`config.mk`:
```
export PLATFORM = sky130hd
export DESIGN_NAME = alu_cc_unit
export DESIGN_NICKNAME = d
export VERILOG_FILES = /design/src/rtl/alu_cc_unit.sv
export SDC_FILE = /design/constraint.sdc
export NUM_CORES = 1
export LEC_CHECK = 0
export CAP_MARGIN = 30
export CORE_MARGIN = 1
export CORE_UTILIZATION = 45
export DETAILED_ROUTE_END_ITERATION = 10
export DONT_BUFFER_PORTS = 1
export SKIP_CTS_REPAIR_TIMING = 1
export SYNTH_ARGS = -nofsm -noshare
export SYNTH_HDL_FRONTEND = slang
export SYNTH_SLANG_ARGS = --single-unit
```
`constraint.sdc`:
```
create_clock -name i_CLK -period 4.5 [get_ports i_CLK]
set_clock_uncertainty 0.1 [all_clocks]
set_input_delay 1.35 -clock i_CLK [delete_from_list [all_inputs] [get_ports i_CLK]]
set_output_delay 1.35 -clock i_CLK [all_outputs]
set_load 0.05 [all_outputs]
```
`src/rtl/alu_cc_unit.sv`:
```
// alu_cc_unit: execute-stage ALU (ADD/AND/NOT/PASSA) with N/Z/P register.
// Define ALU_MUL_EN to compile in the 16-cycle shift-add multiplier.
module alu_cc_unit #(
  parameter logic [2:0] RESET_CC = 3'b010
) (
  input  logic        i_CLK,
  input  logic        i_RST,
  input  logic [15:0] i_SR1,
  input  logic [15:0] i_SR2,
  input  logic [15:0] i_IR,
  input  logic [1:0]  i_ALUK,
  input  logic        i_MUL,
  input  logic        i_START,
  input  logic        i_LD_CC,
  input  logic [15:0] i_bus,
  output logic [15:0] o_ALU,
  output logic        o_VALID,
  output logic        o_BUSY,
  output logic        o_N,
  output logic        o_Z,
  output logic        o_P
);

  logic [15:0] opb;
  logic [15:0] res;
  logic [15:0] alu_q, alu_d;
  logic        vld_q, vld_d;
  logic [2:0]  cc_q, cc_d;

  // IR[15:6] belong to other stages' decode
  logic [9:0]  unused_ir;
  assign unused_ir = i_IR[15:6];

  // operand B: sign-extended imm5 or SR2
  always_comb begin
    opb = i_SR2;
    if (i_IR[5])
      opb = {{11{i_IR[4]}}, i_IR[4:0]};
  end

  // single-cycle operation select
  always_comb begin
    res = '0;
    unique case (i_ALUK)
      2'b00:   res = i_SR1 + opb;
      2'b01:   res = i_SR1 & opb;
      2'b10:   res = ~i_SR1;
      2'b11:   res = i_SR1;
      default: res = '0;
    endcase
  end

`ifdef ALU_MUL_EN

  typedef enum logic {
    S_IDLE = 1'b0,
    S_MUL  = 1'b1
  } state_t;

  state_t      state_q, state_d;
  logic [15:0] a_q, b_q;
  logic [15:0] acc_q, acc_sum;
  logic [3:0]  cnt_q;
  logic        go_mul, go_alu, mul_last;

  assign go_mul   = (state_q == S_IDLE) & i_START & i_MUL;
  assign go_alu   = (state_q == S_IDLE) & i_START & ~i_MUL;
  assign mul_last = (state_q == S_MUL) & (cnt_q == 4'd15);

  // one shift-add partial product per cycle, LSB of B first
  always_comb begin
    acc_sum = acc_q;
    if (b_q[cnt_q])
      acc_sum = acc_q + (a_q << cnt_q);
  end

  // state register
  always_ff @(posedge i_CLK) begin
    if (i_RST)
      state_q <= S_IDLE;
    else
      state_q <= state_d;
  end

  // next-state: START ignored while multiplying
  always_comb begin
    state_d = state_q;
    unique case (state_q)
      S_IDLE:  if (go_mul) state_d = S_MUL;
      S_MUL:   if (cnt_q == 4'd15) state_d = S_IDLE;
      default: state_d = S_IDLE;
    endcase
  end

  // outputs: completion from either path, busy while in MUL
  always_comb begin
    alu_d  = alu_q;
    vld_d  = 1'b0;
    o_BUSY = (state_q == S_MUL);
    if (go_alu) begin
      alu_d = res;
      vld_d = 1'b1;
    end
    if (mul_last) begin
      alu_d = acc_sum;
      vld_d = 1'b1;
    end
  end

  // multiplier datapath: operands latched once, so RF writes are harmless
  always_ff @(posedge i_CLK) begin
    if (i_RST) begin
      a_q   <= '0;
      b_q   <= '0;
      acc_q <= '0;
      cnt_q <= '0;
    end else if (go_mul) begin
      a_q   <= i_SR1;
      b_q   <= opb;
      acc_q <= '0;
      cnt_q <= '0;
    end else if (state_q == S_MUL) begin
      acc_q <= acc_sum;
      cnt_q <= cnt_q + 4'd1;
    end
  end

`else

  logic unused_mul;
  assign unused_mul = i_MUL;

  // every START completes in one cycle
  always_comb begin
    alu_d  = alu_q;
    vld_d  = i_START;
    o_BUSY = 1'b0;
    if (i_START)
      alu_d = res;
  end

`endif

  // result register and completion pulse
  always_ff @(posedge i_CLK) begin
    if (i_RST) begin
      alu_q <= '0;
      vld_q <= 1'b0;
    end else begin
      alu_q <= alu_d;
      vld_q <= vld_d;
    end
  end

  // N/Z/P decode of the bus value, always one-hot
  always_comb begin
    cc_d = cc_q;
    if (i_LD_CC) begin
      cc_d[2] = i_bus[15];
      cc_d[1] = (i_bus == 16'h0000);
      cc_d[0] = ~i_bus[15] & (i_bus != 16'h0000);
    end
  end

  // condition-code register
  always_ff @(posedge i_CLK) begin
    if (i_RST)
      cc_q <= RESET_CC;
    else
      cc_q <= cc_d;
  end

  assign o_ALU   = alu_q;
  assign o_VALID = vld_q;
  assign o_N     = cc_q[2];
  assign o_Z     = cc_q[1];
  assign o_P     = cc_q[0];

endmodule

```
==> metrics.cfg <==
[outcome]
status = finished clean

[drt]
drc = 0
totalWireLength_microns = 5820
wire_per_inst_microns = 16.4
ant_nets = 0
num_vias = 2192
dr.pass1.iters = 4
drt-initial-drc-count = 137
via_per_inst = 6.16

[clocking]
numClockSinks = 20
cts.htree.levels = 1
cts.path.max_buffers = 2
clockRootBuffer = clkbuf_8
cts_tree = yes
cts_buffers = 3
cts.reportedPaths.clkPinSlew_ns = 0.09
clk_latency_ns = 0.25

[global_route]
grt_overflow = 0
grt_pass1_wl_microns = 9320
antenna_found_initial = 0
grt_usage_pct = 22.4
grt_max_degree = 36
first_global_vias = 2019

[synthesis]
syn_area_sq_um = 2220
ys_ff_latch = 20
syn_area_per_cell_sq_um = 7.25
ys_types = 54
yosysWarnings = 0
synthCells = 306
synth.net_count = 394
ys_async_sr_fraction_pct = 0
yosysSeqAreaShare_pct = 18.0
synth_edf_count = 0
ys.flop_type = dfxtp_1

[die]
start_util_pct = 47.0
die_h_microns = 72.2
coreArea_sq_um = 4720
chipWidth_microns = 72.2
boundaryPins = 92
fp-row-count = 25
fp.dieArea_sq_um = 5220

[worst_setup_path]
required_ns = 4.57
cp_max_fo = 17
crit_path_max_incr_delay_ns = 0.51
crit_chain = mux2_2 > ha_1 > fa_1 > a21o_1 > and4_1 > o211a_1 > or4_1 > and3_1
critPathKind = input pin to flop
crit_slowest_cell = or4_1
cp-start-kind = input pin
crit_arrival_ns = 3.72
critPathCaptureType = flop

[sta]
finalSetupTns_ns = 0
fmax_mhz = 274
max-slew-margin-rel_pct = 52.4
min_period_ns = 3.64
tightest_slew_ns = 0.712
final-max-slew-violation-count = 0
finalHoldViolCount = 0
finalSetupViolCount = 0
finalCritPeriodShare_pct = 81.0
grt_setup_unrepaired = false

[power]
leakage_nw = 0.985
powerDensity_nw_per_um2 = 282
clockPowerShare_pct = 29.1
netSwitchingFraction_pct = 38.2
internal-power_mw = 0.398
seqPwrFrac_pct = 39.5
p_switching_mw = 0.245
comb_power_share_pct = 31.4
ir_worst_vdd_mv = 0.146

[placement]
gp_congestion = 0.890
placed_area_sq_um = 2210
port_buffers = 0
post-dp-hpwl_microns = 4250

[cells_and_area]
syn2layout_area_growth_pct = 2.82
fin_nets = 378
design_area_sq_um = 2280
drive_gt1_share_pct = 4.15
diodes = 0

[job]
drv_cap = 0

[min_path]
min_path_type = flop to flop

[worst paths after layout]
kind                   from        end  slack [ns]  depth (start not counted)
hold / removal      cc_q[1]    cc_q[1]        0.60                          2
setup reg to reg  o_ALU[14]  o_ALU[14]        2.95                          5
setup / recovery    i_IR[5]  o_ALU[10]        0.86                          8
hold reg to reg     cc_q[1]    cc_q[1]        0.60                          2
[cells in the mapped netlist, drive strengths merged (2+ instances only)]
master	count	area (sq um)
buf	10	51.3
a22oi	2	15.0
o211a	2	20.0
nor4b	2	17.5
o22ai	3	18.8
o211ai	10	75.1
inv	19	71.3
or2	2	12.5
nand3	2	10.0
o21ai	30	150
a211o	2	17.5
clkbuf	11	41.3
a211oi	3	27.5
nor2	31	116
o21bai	3	22.5
and4	3	26.3
nand4	4	25.0
a31oi	4	25.0
nand2	22	82.6
nor2b	7	43.8
mux2i	12	120
o311ai	4	35.0
a21oi	17	85.1
mux2	5	56.3
nand2b	7	43.8
a21o	8	60.1
nor4	5	31.3
dfxtp	20	400
o21a	6	45.0
o221ai	10	87.6
and3	7	43.8
ha	16	200
nor3	3	15.0
[flip-flops by register name, indices dropped and copies added, names as in the netlist]
signal   count
cc_q         3
o_ALU       16
o_VALID      1
[cell type report]
class	instances	area [sq um]
multi-input cells	246	1660
fillers	484	2440
clock buffers	3	41.3
well taps	67	83.8
inverters	19	71.3
clock inverters	1	30.0
flip-flops and latches	20	400
[layout by cell type, fill, tap and decap left out, drive strengths merged, types with 5 or more instances in the layout]
master / n
inv: 19
nor2b: 7
o221ai: 10
a21oi: 17
a21o: 8
nand2b: 7
ha: 16
nand2: 22
nor4: 5
o211ai: 10
o21a: 6
dfxtp: 20
o21ai: 30
mux2: 5
mux2i: 12
and3: 7
nor2: 31
[power groups by stage]
stage               Sequential [mW]  Clock (mW)  Combinational [mW]
global route                  0.256       0.196               0.227
global placement              0.258           0               0.197
floorplan                     0.256           0               0.178
CTS                           0.254       0.189               0.201
finish                        0.254       0.187               0.202
detailed placement            0.259           0               0.199
[cell families after synthesis]
family / Yosys count / share of synthesized area [%]
buffers and inverters: 40 / 7.38
adders and majority gates: 17 / 9.92
xor gates and xnor gates: 2 / 0.789
other: 1 / 0.169
AOI/OAI and AO/OA: 111 / 33.7
DFF: 20 / 18.0
and+or+nand+nor: 98 / 22.1
muxes: 17 / 7.95
[critical path: cells and delay by family]
family                   cells  cell delay (ns)
multiplexers                 1             0.31
AND/OR/NAND/NOR              3             0.91
adder cells (fa/ha/maj)      2             0.66
AO/OA/AOI/OAI                2             0.49
[metrics by stage]
stage               utilization, %  worst slack (ns)  instances  hold WS (ns)  power (mW)
global route                  48.3             0.774        356         0.635       0.679
global placement              46.8             0.596        352         0.586       0.456
detailed placement            46.8             0.581        352         0.590       0.458
finish                        48.3             0.856        356         0.596       0.643
CTS                           48.3             0.866        356         0.602       0.644
floorplan                        -             0.453        306         0.563       0.434
[per-layer routing]
metal | global-route usage [%] | vias to the layer above | part of all wire [%]
met5 | 0 | - | 0
met2 | 39.8 | 58 | 49
met3 | 3.75 | 2 | 4.9
met4 | 3.70 | 0 | 0.50
li1 | - | 1101 | -
met1 | 28.8 | 1031 | 46
(Power assumes the default switching activity.)
